**src/rtl/pipeline_ctrl_if.sv**
```systemverilog
`default_nettype none
// -----------------------------------------------------------------------------
// pipeline_ctrl_if : ID control bundle, dmem handshake and pipeline controls (rev 1.0)
// -----------------------------------------------------------------------------
interface pipeline_ctrl_if;
  logic       id_valid_i;
  logic [4:0] id_rs1_i;
  logic [4:0] id_rs2_i;
  logic [4:0] id_rd_i;
  logic       id_uses_rs1_i;
  logic       id_uses_rs2_i;
  logic       id_reg_write_i;
  logic       id_alu_src_i;
  logic       id_mem_read_i;
  logic       id_mem_write_i;
  logic       id_mem_to_reg_i;
  logic       id_branch_i;
  logic [1:0] id_alu_op_i;
  logic       ex_branch_taken_i;
  logic       dmem_ack_i;

  logic       pc_stall_o;
  logic       if_id_stall_o;
  logic       if_id_flush_o;
  logic       ex_valid_o;
  logic       ex_reg_write_o;
  logic       ex_alu_src_o;
  logic       ex_mem_read_o;
  logic       ex_mem_write_o;
  logic       ex_mem_to_reg_o;
  logic       ex_branch_o;
  logic [1:0] ex_alu_op_o;
  logic [4:0] ex_rd_o;
  logic [1:0] fwd_a_o;
  logic [1:0] fwd_b_o;
  logic       mem_valid_o;
  logic       mem_reg_write_o;
  logic       mem_mem_to_reg_o;
  logic [4:0] mem_rd_o;
  logic       dmem_req_o;
  logic       dmem_we_o;
  logic       wb_reg_write_o;
  logic       wb_mem_to_reg_o;
  logic [4:0] wb_rd_o;
  logic       mem_timeout_o;

  // Datapath / memory side drives ID controls and the memory acknowledge.
  modport master (
    output id_valid_i, id_rs1_i, id_rs2_i, id_rd_i, id_uses_rs1_i, id_uses_rs2_i,
           id_reg_write_i, id_alu_src_i, id_mem_read_i, id_mem_write_i,
           id_mem_to_reg_i, id_branch_i, id_alu_op_i, ex_branch_taken_i, dmem_ack_i,
    input  pc_stall_o, if_id_stall_o, if_id_flush_o, ex_valid_o, ex_reg_write_o,
           ex_alu_src_o, ex_mem_read_o, ex_mem_write_o, ex_mem_to_reg_o, ex_branch_o,
           ex_alu_op_o, ex_rd_o, fwd_a_o, fwd_b_o, mem_valid_o, mem_reg_write_o,
           mem_mem_to_reg_o, mem_rd_o, dmem_req_o, dmem_we_o, wb_reg_write_o,
           wb_mem_to_reg_o, wb_rd_o, mem_timeout_o
  );

  modport slave (
    input  id_valid_i, id_rs1_i, id_rs2_i, id_rd_i, id_uses_rs1_i, id_uses_rs2_i,
           id_reg_write_i, id_alu_src_i, id_mem_read_i, id_mem_write_i,
           id_mem_to_reg_i, id_branch_i, id_alu_op_i, ex_branch_taken_i, dmem_ack_i,
    output pc_stall_o, if_id_stall_o, if_id_flush_o, ex_valid_o, ex_reg_write_o,
           ex_alu_src_o, ex_mem_read_o, ex_mem_write_o, ex_mem_to_reg_o, ex_branch_o,
           ex_alu_op_o, ex_rd_o, fwd_a_o, fwd_b_o, mem_valid_o, mem_reg_write_o,
           mem_mem_to_reg_o, mem_rd_o, dmem_req_o, dmem_we_o, wb_reg_write_o,
           wb_mem_to_reg_o, wb_rd_o, mem_timeout_o
  );
endinterface
`default_nettype wire

```
**src/rtl/pipeline_ctrl.sv**
```systemverilog
`default_nettype none
// -----------------------------------------------------------------------------
// pipeline_ctrl : 5-stage RISC-V stall/flush/forwarding/dmem-wait sequencer (rev 1.0)
// -----------------------------------------------------------------------------
module pipeline_ctrl #(
  parameter int MAX_WAIT = 15
) (
  input logic            clk,
  input logic            rst,
  pipeline_ctrl_if.slave bus
);

  localparam logic [7:0] C_MAX_WAIT = 8'(MAX_WAIT);

  typedef enum logic [0:0] {
    ST_RUN      = 1'b0,
    ST_MEM_WAIT = 1'b1
  } state_t;

  typedef struct packed {
    logic       valid;
    logic       reg_write;
    logic       alu_src;
    logic       mem_read;
    logic       mem_write;
    logic       mem_to_reg;
    logic       branch;
    logic [1:0] alu_op;
    logic [4:0] rd;
    logic [4:0] rs1;
    logic [4:0] rs2;
  } ex_stage_t;

  typedef struct packed {
    logic       valid;
    logic       reg_write;
    logic       mem_read;
    logic       mem_write;
    logic       mem_to_reg;
    logic [4:0] rd;
  } mem_stage_t;

  typedef struct packed {
    logic       valid;
    logic       reg_write;
    logic       mem_to_reg;
    logic [4:0] rd;
  } wb_stage_t;

  state_t     state_q, state_d;
  logic [7:0] wait_cnt_q, wait_cnt_d;
  logic       timeout_q, timeout_d;
  ex_stage_t  ex_q, ex_d;
  mem_stage_t mem_q, mem_d;
  wb_stage_t  wb_q, wb_d;

  logic w_memop;
  logic w_freeze;
  logic w_flush;
  logic w_loaduse;
  logic w_stall;
  logic w_mem_fwd_ok;
  logic w_wb_fwd_ok;

  assign w_memop  = mem_q.valid & (mem_q.mem_read | mem_q.mem_write);
  assign w_freeze = w_memop & ~bus.dmem_ack_i;
  assign w_flush  = ex_q.valid & ex_q.branch & bus.ex_branch_taken_i & ~w_freeze;
  assign w_loaduse = bus.id_valid_i & ex_q.valid & ex_q.mem_read & (ex_q.rd != 5'd0) &
                     ((bus.id_uses_rs1_i & (bus.id_rs1_i == ex_q.rd)) |
                      (bus.id_uses_rs2_i & (bus.id_rs2_i == ex_q.rd)));
  // A load-use stall is moot when the younger instruction is being flushed anyway.
  assign w_stall  = w_freeze | (w_loaduse & ~w_flush);

  assign w_mem_fwd_ok = mem_q.valid & mem_q.reg_write & (mem_q.rd != 5'd0);
  assign w_wb_fwd_ok  = wb_q.valid & wb_q.reg_write & (wb_q.rd != 5'd0);

  always_ff @(posedge clk or posedge rst) begin
    if (rst) begin
      state_q    <= ST_RUN;
      wait_cnt_q <= 8'd0;
      timeout_q  <= 1'b0;
      ex_q       <= '0;
      mem_q      <= '0;
      wb_q       <= '0;
    end else begin
      state_q    <= state_d;
      wait_cnt_q <= wait_cnt_d;
      timeout_q  <= timeout_d;
      ex_q       <= ex_d;
      mem_q      <= mem_d;
      wb_q       <= wb_d;
    end
  end

  always_comb begin
    state_d    = state_q;
    wait_cnt_d = wait_cnt_q;
    timeout_d  = timeout_q;
    ex_d       = ex_q;
    mem_d      = mem_q;
    wb_d       = wb_q;

    case (state_q)
      ST_RUN: begin
        if (w_freeze) begin
          state_d    = ST_MEM_WAIT;
          wait_cnt_d = 8'd0;
        end
      end
      ST_MEM_WAIT: begin
        if (wait_cnt_q != C_MAX_WAIT) begin
          wait_cnt_d = wait_cnt_q + 8'd1;
        end
        if (wait_cnt_d == C_MAX_WAIT) begin
          timeout_d = 1'b1;
        end
        if (bus.dmem_ack_i) begin
          state_d = ST_RUN;
        end
      end
      default: state_d = ST_RUN;
    endcase

    if (!w_freeze) begin
      wb_d.valid      = mem_q.valid;
      wb_d.reg_write  = mem_q.reg_write;
      wb_d.mem_to_reg = mem_q.mem_to_reg;
      wb_d.rd         = mem_q.rd;

      mem_d.valid      = ex_q.valid;
      mem_d.reg_write  = ex_q.reg_write;
      mem_d.mem_read   = ex_q.mem_read;
      mem_d.mem_write  = ex_q.mem_write;
      mem_d.mem_to_reg = ex_q.mem_to_reg;
      mem_d.rd         = ex_q.rd;

      // Bubbles carry all-zero controls so downstream gating never sees stale fields.
      if (w_flush || w_loaduse || !bus.id_valid_i) begin
        ex_d = '0;
      end else begin
        ex_d.valid      = 1'b1;
        ex_d.reg_write  = bus.id_reg_write_i;
        ex_d.alu_src    = bus.id_alu_src_i;
        ex_d.mem_read   = bus.id_mem_read_i;
        ex_d.mem_write  = bus.id_mem_write_i;
        ex_d.mem_to_reg = bus.id_mem_to_reg_i;
        ex_d.branch     = bus.id_branch_i;
        ex_d.alu_op     = bus.id_alu_op_i;
        ex_d.rd         = bus.id_rd_i;
        ex_d.rs1        = bus.id_rs1_i;
        ex_d.rs2        = bus.id_rs2_i;
      end
    end
  end

  assign bus.pc_stall_o    = w_stall;
  assign bus.if_id_stall_o = w_stall;
  assign bus.if_id_flush_o = w_flush;

  assign bus.ex_valid_o      = ex_q.valid;
  assign bus.ex_reg_write_o  = ex_q.valid & ex_q.reg_write;
  assign bus.ex_alu_src_o    = ex_q.valid & ex_q.alu_src;
  assign bus.ex_mem_read_o   = ex_q.valid & ex_q.mem_read;
  assign bus.ex_mem_write_o  = ex_q.valid & ex_q.mem_write;
  assign bus.ex_mem_to_reg_o = ex_q.valid & ex_q.mem_to_reg;
  assign bus.ex_branch_o     = ex_q.valid & ex_q.branch;
  assign bus.ex_alu_op_o     = ex_q.alu_op;
  assign bus.ex_rd_o         = ex_q.rd;

  assign bus.fwd_a_o = !ex_q.valid                              ? 2'b00 :
                       (w_mem_fwd_ok && mem_q.rd == ex_q.rs1)   ? 2'b10 :
                       (w_wb_fwd_ok  && wb_q.rd  == ex_q.rs1)   ? 2'b01 : 2'b00;
  assign bus.fwd_b_o = !ex_q.valid                              ? 2'b00 :
                       (w_mem_fwd_ok && mem_q.rd == ex_q.rs2)   ? 2'b10 :
                       (w_wb_fwd_ok  && wb_q.rd  == ex_q.rs2)   ? 2'b01 : 2'b00;

  assign bus.mem_valid_o      = mem_q.valid;
  assign bus.mem_reg_write_o  = mem_q.valid & mem_q.reg_write;
  assign bus.mem_mem_to_reg_o = mem_q.valid & mem_q.mem_to_reg;
  assign bus.mem_rd_o         = mem_q.rd;
  assign bus.dmem_req_o       = w_memop;
  assign bus.dmem_we_o        = w_memop & mem_q.mem_write;

  assign bus.wb_reg_write_o  = wb_q.valid & wb_q.reg_write;
  assign bus.wb_mem_to_reg_o = wb_q.valid & wb_q.mem_to_reg;
  assign bus.wb_rd_o         = wb_q.rd;

  assign bus.mem_timeout_o = timeout_q;

endmodule
`default_nettype wire

```
**src/flat_wrapper.sv**
```systemverilog
// flat-port wrapper written by rule: the top's interface ports become plain ports
module pipeline_ctrl_flat 
#(
  parameter int MAX_WAIT = 15
)
  (clk, rst, bus_id_valid_i, bus_id_rs1_i, bus_id_rs2_i, bus_id_rd_i, bus_id_uses_rs1_i, bus_id_uses_rs2_i, bus_id_reg_write_i, bus_id_alu_src_i, bus_id_mem_read_i, bus_id_mem_write_i, bus_id_mem_to_reg_i, bus_id_branch_i, bus_id_alu_op_i, bus_ex_branch_taken_i, bus_dmem_ack_i, bus_pc_stall_o, bus_if_id_stall_o, bus_if_id_flush_o, bus_ex_valid_o, bus_ex_reg_write_o, bus_ex_alu_src_o, bus_ex_mem_read_o, bus_ex_mem_write_o, bus_ex_mem_to_reg_o, bus_ex_branch_o, bus_ex_alu_op_o, bus_ex_rd_o, bus_fwd_a_o, bus_fwd_b_o, bus_mem_valid_o, bus_mem_reg_write_o, bus_mem_mem_to_reg_o, bus_mem_rd_o, bus_dmem_req_o, bus_dmem_we_o, bus_wb_reg_write_o, bus_wb_mem_to_reg_o, bus_wb_rd_o, bus_mem_timeout_o);
  pipeline_ctrl_if bus_i ();
  input logic clk;
  input logic rst;
  input wire logic [$bits(bus_i.id_valid_i)-1:0] bus_id_valid_i;
  input wire logic [$bits(bus_i.id_rs1_i)-1:0] bus_id_rs1_i;
  input wire logic [$bits(bus_i.id_rs2_i)-1:0] bus_id_rs2_i;
  input wire logic [$bits(bus_i.id_rd_i)-1:0] bus_id_rd_i;
  input wire logic [$bits(bus_i.id_uses_rs1_i)-1:0] bus_id_uses_rs1_i;
  input wire logic [$bits(bus_i.id_uses_rs2_i)-1:0] bus_id_uses_rs2_i;
  input wire logic [$bits(bus_i.id_reg_write_i)-1:0] bus_id_reg_write_i;
  input wire logic [$bits(bus_i.id_alu_src_i)-1:0] bus_id_alu_src_i;
  input wire logic [$bits(bus_i.id_mem_read_i)-1:0] bus_id_mem_read_i;
  input wire logic [$bits(bus_i.id_mem_write_i)-1:0] bus_id_mem_write_i;
  input wire logic [$bits(bus_i.id_mem_to_reg_i)-1:0] bus_id_mem_to_reg_i;
  input wire logic [$bits(bus_i.id_branch_i)-1:0] bus_id_branch_i;
  input wire logic [$bits(bus_i.id_alu_op_i)-1:0] bus_id_alu_op_i;
  input wire logic [$bits(bus_i.ex_branch_taken_i)-1:0] bus_ex_branch_taken_i;
  input wire logic [$bits(bus_i.dmem_ack_i)-1:0] bus_dmem_ack_i;
  output wire logic [$bits(bus_i.pc_stall_o)-1:0] bus_pc_stall_o;
  output wire logic [$bits(bus_i.if_id_stall_o)-1:0] bus_if_id_stall_o;
  output wire logic [$bits(bus_i.if_id_flush_o)-1:0] bus_if_id_flush_o;
  output wire logic [$bits(bus_i.ex_valid_o)-1:0] bus_ex_valid_o;
  output wire logic [$bits(bus_i.ex_reg_write_o)-1:0] bus_ex_reg_write_o;
  output wire logic [$bits(bus_i.ex_alu_src_o)-1:0] bus_ex_alu_src_o;
  output wire logic [$bits(bus_i.ex_mem_read_o)-1:0] bus_ex_mem_read_o;
  output wire logic [$bits(bus_i.ex_mem_write_o)-1:0] bus_ex_mem_write_o;
  output wire logic [$bits(bus_i.ex_mem_to_reg_o)-1:0] bus_ex_mem_to_reg_o;
  output wire logic [$bits(bus_i.ex_branch_o)-1:0] bus_ex_branch_o;
  output wire logic [$bits(bus_i.ex_alu_op_o)-1:0] bus_ex_alu_op_o;
  output wire logic [$bits(bus_i.ex_rd_o)-1:0] bus_ex_rd_o;
  output wire logic [$bits(bus_i.fwd_a_o)-1:0] bus_fwd_a_o;
  output wire logic [$bits(bus_i.fwd_b_o)-1:0] bus_fwd_b_o;
  output wire logic [$bits(bus_i.mem_valid_o)-1:0] bus_mem_valid_o;
  output wire logic [$bits(bus_i.mem_reg_write_o)-1:0] bus_mem_reg_write_o;
  output wire logic [$bits(bus_i.mem_mem_to_reg_o)-1:0] bus_mem_mem_to_reg_o;
  output wire logic [$bits(bus_i.mem_rd_o)-1:0] bus_mem_rd_o;
  output wire logic [$bits(bus_i.dmem_req_o)-1:0] bus_dmem_req_o;
  output wire logic [$bits(bus_i.dmem_we_o)-1:0] bus_dmem_we_o;
  output wire logic [$bits(bus_i.wb_reg_write_o)-1:0] bus_wb_reg_write_o;
  output wire logic [$bits(bus_i.wb_mem_to_reg_o)-1:0] bus_wb_mem_to_reg_o;
  output wire logic [$bits(bus_i.wb_rd_o)-1:0] bus_wb_rd_o;
  output wire logic [$bits(bus_i.mem_timeout_o)-1:0] bus_mem_timeout_o;
  assign bus_i.id_valid_i = bus_id_valid_i;
  assign bus_i.id_rs1_i = bus_id_rs1_i;
  assign bus_i.id_rs2_i = bus_id_rs2_i;
  assign bus_i.id_rd_i = bus_id_rd_i;
  assign bus_i.id_uses_rs1_i = bus_id_uses_rs1_i;
  assign bus_i.id_uses_rs2_i = bus_id_uses_rs2_i;
  assign bus_i.id_reg_write_i = bus_id_reg_write_i;
  assign bus_i.id_alu_src_i = bus_id_alu_src_i;
  assign bus_i.id_mem_read_i = bus_id_mem_read_i;
  assign bus_i.id_mem_write_i = bus_id_mem_write_i;
  assign bus_i.id_mem_to_reg_i = bus_id_mem_to_reg_i;
  assign bus_i.id_branch_i = bus_id_branch_i;
  assign bus_i.id_alu_op_i = bus_id_alu_op_i;
  assign bus_i.ex_branch_taken_i = bus_ex_branch_taken_i;
  assign bus_i.dmem_ack_i = bus_dmem_ack_i;
  assign bus_pc_stall_o = bus_i.pc_stall_o;
  assign bus_if_id_stall_o = bus_i.if_id_stall_o;
  assign bus_if_id_flush_o = bus_i.if_id_flush_o;
  assign bus_ex_valid_o = bus_i.ex_valid_o;
  assign bus_ex_reg_write_o = bus_i.ex_reg_write_o;
  assign bus_ex_alu_src_o = bus_i.ex_alu_src_o;
  assign bus_ex_mem_read_o = bus_i.ex_mem_read_o;
  assign bus_ex_mem_write_o = bus_i.ex_mem_write_o;
  assign bus_ex_mem_to_reg_o = bus_i.ex_mem_to_reg_o;
  assign bus_ex_branch_o = bus_i.ex_branch_o;
  assign bus_ex_alu_op_o = bus_i.ex_alu_op_o;
  assign bus_ex_rd_o = bus_i.ex_rd_o;
  assign bus_fwd_a_o = bus_i.fwd_a_o;
  assign bus_fwd_b_o = bus_i.fwd_b_o;
  assign bus_mem_valid_o = bus_i.mem_valid_o;
  assign bus_mem_reg_write_o = bus_i.mem_reg_write_o;
  assign bus_mem_mem_to_reg_o = bus_i.mem_mem_to_reg_o;
  assign bus_mem_rd_o = bus_i.mem_rd_o;
  assign bus_dmem_req_o = bus_i.dmem_req_o;
  assign bus_dmem_we_o = bus_i.dmem_we_o;
  assign bus_wb_reg_write_o = bus_i.wb_reg_write_o;
  assign bus_wb_mem_to_reg_o = bus_i.wb_mem_to_reg_o;
  assign bus_wb_rd_o = bus_i.wb_rd_o;
  assign bus_mem_timeout_o = bus_i.mem_timeout_o;
  pipeline_ctrl #(.MAX_WAIT(MAX_WAIT)) u_core (.clk(clk), .rst(rst), .bus(bus_i));
endmodule
```
**config.mk**
```make
export PLATFORM = sky130hd
export DESIGN_NAME = pipeline_ctrl_flat
export DESIGN_NICKNAME = d
export VERILOG_FILES = /design/src/rtl/pipeline_ctrl_if.sv /design/src/rtl/pipeline_ctrl.sv /design/src/flat_wrapper.sv
export SDC_FILE = /design/constraint.sdc
export NUM_CORES = 1
export LEC_CHECK = 0
export ABC_CLOCK_PERIOD_IN_PS = 2400
export CAP_MARGIN = 25
export CORE_UTILIZATION = 45
export CTS_CLUSTER_SIZE = 30
export DETAILED_ROUTE_END_ITERATION = 7
export GPL_ROUTABILITY_DRIVEN = 0
export GPL_TIMING_DRIVEN = 0
export PLACE_DENSITY = 0.85
export SLEW_MARGIN = 10
export SYNTH_ARGS = -nofsm -noshare
export SYNTH_HDL_FRONTEND = slang
export SYNTH_SLANG_ARGS = --single-unit
```
**constraint.sdc**
```tcl
create_clock -name clk -period 2.4 [get_ports clk]
set_clock_uncertainty 0.15 [all_clocks]
set_input_delay 0.48 -clock clk [delete_from_list [all_inputs] [get_ports clk]]
set_output_delay 0.48 -clock clk [all_outputs]
set_load 0.005 [all_outputs]
```
; After elaboration in Yosys (flattened, before gate mapping)
; Index checks and enable logic that the tools add are counted.
[op_classes]
n_eq_ne = 9
n_addsub = 1
n_mux = 14
n_reduce_logical = 11
bitwise = 31
[op_table]
columns = op, count
row1 = $eq 5x5->1, 6
row2 = $and 1x1->1, 24
row3 = $mux 24, 1
row4 = $mux 8, 3
row5 = $pmux 8 s2, 1
row6 = $reduce_bool 5->1, 3
row7 = $add 8x1->8 const B, 1
row8 = $eq 8x4->1 const B, 1
row9 = $mux 2, 4
row10 = $ne 8x4->1 const B, 1
row11 = $logic_and 1x1->1, 4
row12 = $mux 1, 4
row13 = $not 1->1, 4
row14 = $or 1x1->1, 3
row15 = $logic_or 1x1->1, 2
row16 = $ne 2x1->1 const B, 1
row17 = $pmux 1 s2, 1
row18 = $reduce_and 2->1, 1
row19 = $logic_not 1->1, 1
[totals]
reg_bits = 52
input_bits = 30

; Logic depth before layout (Yosys ltp)
; Gate-level depths: netlist of run 1.
[depth]
word_depth = 8
depth_mapped = 6

; Worst setup path after synthesis of run 1
; No wires, ideal clock.
[synth_path]
kind = register to output
startpoint = reg u_core.ex_q, in the netlist u_core.bus.ex_rd_o[0]
endpoint = out bus_pc_stall_o
required_time_ns = 1.770
path_stages_with_launch = 6
setup_slack_ns = 0.121
t_arrival_ns = 1.649
path_cell_list = dfrtp_1 > or4_1 > o21ai_4 > inv_1 > a41o_1 > buf_4
[synth_via]
elab_chain_len = 6
word_cells_on_any_way = 10
[synth_rtl]
columns = element, line
row1 = start: declaration, pipeline_ctrl.sv:53  ; ex_stage_t ex_q, ex_d;
row2 = start signal: assignment, pipeline_ctrl.sv:82  ; ex_q <= '0;
row3 = start signal: assignment, pipeline_ctrl.sv:89  ; ex_q <= ex_d;
row4 = $eq 5x5->1 (on tied branches), "pipeline_ctrl.sv:69, pipeline_ctrl.sv:70"
row5 = $and 1x1->1 (on tied branches), "pipeline_ctrl.sv:69, pipeline_ctrl.sv:70"
row6 = $or 1x1->1, pipeline_ctrl.sv:69  ; ((bus.id_uses_rs1_i & (bus.id_rs1_i == ex_q.rd)) |
row7 = $and 1x1->1 *, pipeline_ctrl.sv:68  ; assign w_loaduse = bus.id_valid_i & ex_q.valid & ex_q.mem_read & (ex_q.rd != 5'd0) &
row8 = $and 1x1->1 *, pipeline_ctrl.sv:72  ; assign w_stall = w_freeze | (w_loaduse & ~w_flush);
row9 = $or 1x1->1 *, pipeline_ctrl.sv:72
row10 = end: declaration, flat_wrapper.sv:25  ; output wire logic [$bits(bus_i.pc_stall_o)-1:0] bus_pc_stall_o;
; Every way passes the cells marked *; elsewhere a longest branch is shown, timed or not.

; Worst setup path in the final report of run 1
[layout_path]
startpoint = reg u_core.wb_q, in the netlist u_core.bus.wb_rd_o[4]
endpoint = out bus_fwd_a_o[0]
[layout_via]
elab_chain_len = 6
word_cells_on_any_way = 7
[layout_rtl]
columns = element, line
row1 = start: declaration, pipeline_ctrl.sv:55  ; wb_stage_t wb_q, wb_d;
row2 = start signal: assignment, pipeline_ctrl.sv:91  ; wb_q <= wb_d;
row3 = $reduce_bool 5->1, pipeline_ctrl.sv:75  ; assign w_wb_fwd_ok = wb_q.valid & wb_q.reg_write & (wb_q.rd != 5'd0);
row4 = $and 1x1->1, pipeline_ctrl.sv:75
row5 = $logic_and 1x1->1 *, pipeline_ctrl.sv:172  ; (w_wb_fwd_ok && wb_q.rd == ex_q.rs1) ? 2'b01 : 2'b00;
row6 = $mux 1 *, pipeline_ctrl.sv:172
row7 = $mux 2 *, pipeline_ctrl.sv:171  ; (w_mem_fwd_ok && mem_q.rd == ex_q.rs1) ? 2'b10 :
row8 = $mux 2 *, pipeline_ctrl.sv:170  ; assign bus.fwd_a_o = !ex_q.valid ? 2'b00 :
row9 = end: declaration, flat_wrapper.sv:37  ; output wire logic [$bits(bus_i.fwd_a_o)-1:0] bus_fwd_a_o;
; Marks and branches as above.

==> results of run 1 <==
-- path summary, 6_finish.rpt --
| check | from | endpoint | slack, ps | cells past startpoint |
|---|---|---|---|---|
| max reg2reg | u_core.bus.ex_rd_o[4] | u_core.ex_q[1] | 150 | 8 |
| max in group asynchronous | rst | u_core.bus.ex_rd_o[2] | 1290 | 3 |
| min reg2reg | u_core.wb_q[5] | u_core.wb_q[5] | 330 | 2 |
| min in group clk | u_core.wb_q[5] | u_core.wb_q[5] | 330 | 2 |
| max | u_core.bus.wb_rd_o[4] | bus_fwd_a_o[0] | -170 | 5 |
| min | rst | u_core.wait_cnt_q[5] | 300 | 2 |
-- per-layer routing --
metal,track usage (%),vias up
li1,-,1350
met3,3.96,17
met1,32.0,1395
met2,39.5,127
met5,0,-
met4,8.93,0
-- per-stage QoR --
| step | setup slack [ps] | std cells |
|---|---|---|
| finish | -167 | 506 |
| detailed placement | -718 | 481 |
| floorplan | 121 | 335 |
| global route | -238 | 506 |
| global placement | -718 | 480 |
| CTS | -230 | 504 |
-- synthesized netlist by cell type (2+ instances only) --
cell,n
nand3_1,7
nand2_1,82
nand4_1,2
o21ai_1,6
a31oi_1,3
nor4_1,4
a21oi_1,3
o211ai_1,2
inv_1,6
o21ai_0,24
dfrtp_1,52
o21a_1,2
nor3_1,3
or4_1,4
a32oi_1,23
or3_4,2
buf_6,2
o41ai_1,2
and2_1,14
xnor2_1,18
o31ai_1,2
buf_2,8
nor2_1,4
xor2_1,13
clkbuf_1,7
mux2i_1,3
buf_4,20
-- kinds of logic after synthesis --
| group | after synthesis | synth area share (%) |
|---|---|---|
| compound gates | 77 | 18.2 |
| flops | 52 | 43.1 |
| fa+ha+maj | 1 | 0.414 |
| mux | 3 | 0.994 |
| simple gates | 126 | 19.1 |
| buf+inv | 45 | 9.23 |
| xor+xnor | 31 | 8.99 |
-- cells in the final DEF, fill, tap and decap left out, types with 3 or more instances in the layout --
| cell type | netlist | layout |
|---|---|---|
| nand2_1 | 82 | 82 |
| clkdlybuf4s50_1 | 0 | 52 |
| dfrtp_1 | 52 | 40 |
| buf_4 | 20 | 39 |
| o21ai_0 | 24 | 24 |
| a32oi_1 | 23 | 23 |
| xnor2_1 | 18 | 15 |
| xor2_1 | 13 | 13 |
| and2_1 | 14 | 12 |
| buf_2 | 8 | 12 |
| dfrtp_2 | 0 | 12 |
| dlygate4sd2_1 | 0 | 10 |
| clkbuf_8 | 1 | 8 |
| nand3_1 | 7 | 7 |
| clkbuf_1 | 7 | 6 |
| o21ai_1 | 6 | 5 |
| inv_1 | 6 | 4 |
| xnor2_2 | 0 | 3 |
| buf_6 | 2 | 3 |
| a21oi_1 | 3 | 3 |
| mux2i_1 | 3 | 3 |
| a31oi_1 | 3 | 3 |
| nor2_1 | 4 | 3 |
-- report_power, final --
part	switching (µW)	total (µW)	leakage, µW	internal [µW]
Sequential	420	1680	0.000639	1260
Clock	286	522	0.0000455	236
Combinational	1320	2870	0.00115	1550
-- registers in the layout, summed over array words and instances (netlist names) --
signal and count:
u_core.bus.ex_alu_op_o 2, u_core.bus.ex_rd_o 5, u_core.bus.ex_valid_o 1, u_core.bus.mem_rd_o 5
u_core.bus.mem_timeout_o 1, u_core.bus.mem_valid_o 1, u_core.bus.wb_rd_o 5, u_core.ex_q 16
u_core.mem_q 4, u_core.state_q 1, u_core.wait_cnt_q 8, u_core.wb_q 3
-- final cells by class --
class	count	area (µm²)	area share [%]
clock buffer	8	90.1	2.18
sequential	52	1320	31.9
tap	77	96.3	2.33
timing repair buffer	87	800	19.4
buffer	37	273	6.60
multi-input combinational	238	1530	37.0
inverter	7	26.3	0.636
-- what timing repair did --
item	CTS	global route
setup endpoints to repair	8	7
resized for setup	64	10
setup buffers	16	2
pin swaps	14	10
endpoints found under the hold margin	0	0
==> flow_metrics.env, run 1 <==
export IMPL_outcome="finished with violations"
export IMPL_violations="DRC, setup timing"
export IMPL_ctsHoldBuffers=0
export IMPL_cts_buffer_depth=2
export IMPL_clk_latency_ps=310
export IMPL_wl_met2_um=4160
export IMPL_syn_to_final_growth_pct=36.7
export IMPL_placed_area_um2=3820
export IMPL_path_cells="or4_1, o211ai_1, or4_1, nor4_1, buf_2"
export IMPL_startpoint_type="flop"
export IMPL_hold_worst_slack_ps=300
export IMPL_wl_per_cell_um=16.5
export IMPL_required_ps=1770
export IMPL_cp_slowest_stage_delay_ps=580
export IMPL_die_y_um=83.9
export IMPL_fp_coreArea_um2=6420
export IMPL_leakagePower_uw=0.00184
export IMPL_clkTransAtPathRegs_ps=90
export IMPL_grt_start_max_net_pins=39
export IMPL_avgSynthCellArea_um2=9.02
export IMPL_worstSetupPathType="flop to output port"
export IMPL_htree_num_levels=2
export IMPL_clock_sinks=52
export IMPL_cts_buffers=5
export IMPL_grt_usage_pct=24.1
export IMPL_critPathCaptureType="output port"
export IMPL_rows=29
export IMPL_yosysWarningCount=0
export IMPL_io_pins=69
export IMPL_yosysTopAreaCell="dfrtp_1"
export IMPL_nFillCells=481
export IMPL_num_vias=2889
export IMPL_cp_arrival_ps=1940
export IMPL_fin_util_pct=64.3
export IMPL_slew_viol_final=0
export IMPL_synth_area_um2=3020
export IMPL_clockRootBuffer="clkbuf_8"
export IMPL_port_buffers=68
export IMPL_finalCriticalPeriod_ps=2570
export IMPL_powerDensity_nw_per_um2=1230
export IMPL_hold_violations=0
export IMPL_wl_met3_um=500
export IMPL_cts_tree="done"
export IMPL_synth_async_reset_ratio_pct=100
export IMPL_wl_met1_um=3470
export IMPL_synth_seq_cells=52
export IMPL_ir_worst_vdd_v=0.000552
export IMPL_critPathSlowestCell="or4_1"
export IMPL_grt_setup_unrepaired="yes"
export IMPL_layout_nets=459
export IMPL_max_clock_freq_mhz=390
export IMPL_grt_overflow_total=0
export IMPL_grt_pass1_vias=2679
export IMPL_dieArea_um2=7050
export IMPL_cp_max_fo=4
export IMPL_synth_main_ff_cell="dfrtp_1"
export IMPL_drive_gt1_share_pct=22.6
export IMPL_crit_top_cell="or4_1"
export IMPL_yosysTopAreaCellShare_pct=43.1
export IMPL_drcViolationCount=6
export IMPL_syn_inst=335
export IMPL_worst_pin_slew_ps=467
export IMPL_top_layer_used="met4"
export IMPL_finalWorstSetupSlack_ps=-167
export IMPL_synth_seq_area_share_pct=43.1
export IMPL_n_antenna_cell=0
export IMPL_hp_class="primary input to asynchronous set/reset pin"
export IMPL_fin_crit_sh_pct=107
export IMPL_synth_area_leaders="dfrtp_1 43%, nand2_1 10%, a32oi_1 6.7%, xnor2_1 5.2%, buf_4 5.0%"
export IMPL_initial_core_util_pct=47.0
export IMPL_die_w_um=83.9
export IMPL_antenna_left=0
export IMPL_slew_headroom_pct=68.9
export IMPL_antenna_found_initial=0
export IMPL_synth_edf_count=0
export IMPL_ys_types=44
export IMPL_fin_total_pwr_uw=5070
export IMPL_dp_hpwl_um=5620
export IMPL_max_cap_violations=0
export IMPL_synthesis_nets=366
export IMPL_critical_path_top_delay_family="simple AND/OR/NAND/NOR gates"
export IMPL_drt_wl_total_um=8330
export IMPL_final_area_um2=4130
export IMPL_firstDrtPassIters=7
export IMPL_drt_iter0_drc=221
export IMPL_via_per_inst=5.71
export IMPL_tns_ps=-477
export IMPL_cp_buffers_inverters=1
export IMPL_grt_pass1_wl_um=13400
export IMPL_setup_viol=6
(Power assumes the default switching activity.)
==> inputs of run 2 (changes only) <==
--- a/config.mk
+++ b/config.mk
@@ -11,7 +11,6 @@
 export CTS_CLUSTER_SIZE = 30
 export DETAILED_ROUTE_END_ITERATION = 7
 export GPL_ROUTABILITY_DRIVEN = 0
-export GPL_TIMING_DRIVEN = 0
 export PLACE_DENSITY = 0.85
 export SLEW_MARGIN = 10
 export SYNTH_ARGS = -nofsm -noshare
==> flow_metrics.env, run 2 (synthesis gave the netlist of run 1 again) <==
export IMPL_largestRegisters="u_core.ex_q (16), u_core.wait_cnt_q (8)"
export IMPL_dp_hpwl_um=5820
export IMPL_slew_viol_final=0
export IMPL_final_common_cell="nand2_1"
export IMPL_leakagePower_uw=0.00193
export IMPL_pre_cts_slack_ps=-494
export IMPL_fin_crit_sh_pct=105
export IMPL_ir_worst_vdd_v=0.000577
export IMPL_nFillCells=480
export IMPL_seq_area_um2=1300
export IMPL_cts_buffers=5
export IMPL_fp_coreArea_um2=6420
export IMPL_drt_iter0_drc=230
export IMPL_cp_max_fo=2
export IMPL_startpoint_type="flop"
export IMPL_antenna_found_initial=0
export IMPL_finalWorstSetupSlack_ps=-131
export IMPL_grt_usage_pct=24.2
export IMPL_rows=29
export IMPL_grt_pass1_vias=2827
export IMPL_grt_pass1_wl_um=13600
export IMPL_n_antenna_cell=0
export IMPL_setup_viol=6
export IMPL_io_pins=69
export IMPL_grt_overflow_total=0
export IMPL_hold_worst_slack_ps=326
export IMPL_hold_violations=0
export IMPL_critPathCaptureType="output port"
export IMPL_port_buffers=68
export IMPL_grt_start_max_net_pins=48
export IMPL_initial_core_util_pct=47.0
export IMPL_wl_per_cell_um=17.2
export IMPL_finalCriticalPeriod_ps=2530
export IMPL_top_register="u_core.ex_q"
export IMPL_drcViolationCount=6
export IMPL_powerDensity_nw_per_um2=1200
export IMPL_max_cap_violations=0
export IMPL_multi_input_area_um2=1550
export IMPL_required_ps=1770
export IMPL_clk_latency_ps=310
export IMPL_antenna_left=0
export IMPL_firstDrtPassIters=7
export IMPL_worst_pin_slew_ps=598
export IMPL_num_vias=2931
export IMPL_drive_gt1_share_pct=20.5
export IMPL_die_w_um=83.9
export IMPL_fin_total_pwr_uw=5020
export IMPL_layout_nets=456
export IMPL_fin_util_pct=64.9
export IMPL_clkTransAtPathRegs_ps=90
export IMPL_outcome="finished with violations"
export IMPL_via_per_inst=5.84
export IMPL_clock_sinks=52
export IMPL_dieArea_um2=7050
export IMPL_slew_headroom_pct=60.1
export IMPL_clockRootBuffer="clkbuf_8"
export IMPL_syn_to_final_growth_pct=38.0
export IMPL_cts_buffer_depth=2
export IMPL_die_y_um=83.9
export IMPL_cts_tree="done"
export IMPL_final_cell_mix="82 x nand2_1, 53 x clkdlybuf4s50_1, 52 x dfrtp_1"
export IMPL_violations="DRC, setup timing"
export IMPL_max_clock_freq_mhz=395
export IMPL_htree_num_levels=2
export IMPL_grt_setup_unrepaired="yes"
export IMPL_largest_reg_flops=16
export IMPL_tns_ps=-333
export IMPL_drt_wl_total_um=8620
export IMPL_hp_class="flop to flop"
export IMPL_worstSetupPathType="flop to output port"
export IMPL_cp_arrival_ps=1900
==> run 2: cell count changes in the layout (fill, tap and decap cells not counted), moves of 2 or more <==
cell and change:
dlygate4sd2_1 -9, xnor2_1 -4, xnor2_2 +4, buf_2 -7, dlymetal6s2s_1 +8, clkbuf_8 -3, buf_12 +2, dfrtp_1 +12
clkbuf_1 -5, buf_4 +8, dfrtp_2 -12
==> run 2: what timing repair did <==
action | in CTS | in global routing
setup buffers | 3 | 5
hold buffers | 0 | 0
resized for setup | 29 | 23
endpoints found under the setup margin | 7 | 6
pin swaps | 11 | 12
==> run 2: power by group <==
group | switching, µW | total, µW | internal (µW) | leakage, µW
clock | 289 | 488 | 199 | 0.0000410
sequential | 392 | 1640 | 1240 | 0.000653
combinational | 1370 | 2900 | 1530 | 0.00123
==> run 2: routing by layer <==
layer  share of wire, %  up-vias  track usage [%]  wire length, µm
met5                  0        -                0                0
met4                1.9        0             8.62              167
met3                5.6       26             4.45              486
met2                 50      137             40.2             4350
met1                 42     1425             31.6             3610
li1                   -     1343                -                -
==> run 2: final timing paths <==
path                                         from               endpoint  slack, ps  cells after the start
setup / recovery            u_core.bus.wb_rd_o[1]         bus_fwd_a_o[0]       -130                      5
max in group asynchronous                     rst  u_core.bus.wb_rd_o[0]       1150                      3
hold reg to reg                    u_core.wb_q[5]         u_core.wb_q[5]        330                      2
setup reg to reg           u_core.bus.mem_valid_o         u_core.ex_q[0]        480                      7
hold / removal                     u_core.wb_q[5]         u_core.wb_q[5]        330                      2
min in group asynchronous                     rst        u_core.ex_q[19]        400                      2
==> run 2: metrics by stage <==
step / std cells / area [µm²]
final: 502 / 4170
after global routing: 502 / 4170
after CTS: 497 / 4030
after detailed placement: 487 / 3930
after global placement: 487 / 3930
after floorplan: 335 / 3020
==> run 2: layout make-up <==
| class | instances | area share, % |
|---|---|---|
| Clock buffer | 6 | 1.74 |
| Timing Repair Buffer | 121 | 26.8 |
| Multi-Input combinational cell | 238 | 37.2 |
| Clock inverter | 1 | 0.120 |
| Sequential cell | 52 | 31.2 |
| Tap cell | 77 | 2.31 |
| Inverter | 7 | 0.630 |
==> run 2: critical path: stages (launching register included) <==
cell and delay [ps]:
dfrtp_1 400, buf_6 120, xor2_1 140, or4_1 550, nor4_1 220, buf_2 150
==> inputs of run 3 (changes only) <==
--- a/config.mk
+++ b/config.mk
@@ -11,6 +11,7 @@
 export CTS_CLUSTER_SIZE = 30
 export DETAILED_ROUTE_END_ITERATION = 7
 export GPL_ROUTABILITY_DRIVEN = 0
+export HOLD_SLACK_MARGIN = 0.02
 export PLACE_DENSITY = 0.85
 export SLEW_MARGIN = 10
 export SYNTH_ARGS = -nofsm -noshare
==> results of run 3 <==
Same layout as run 2: the final DEF is identical, and so are final timing and power.
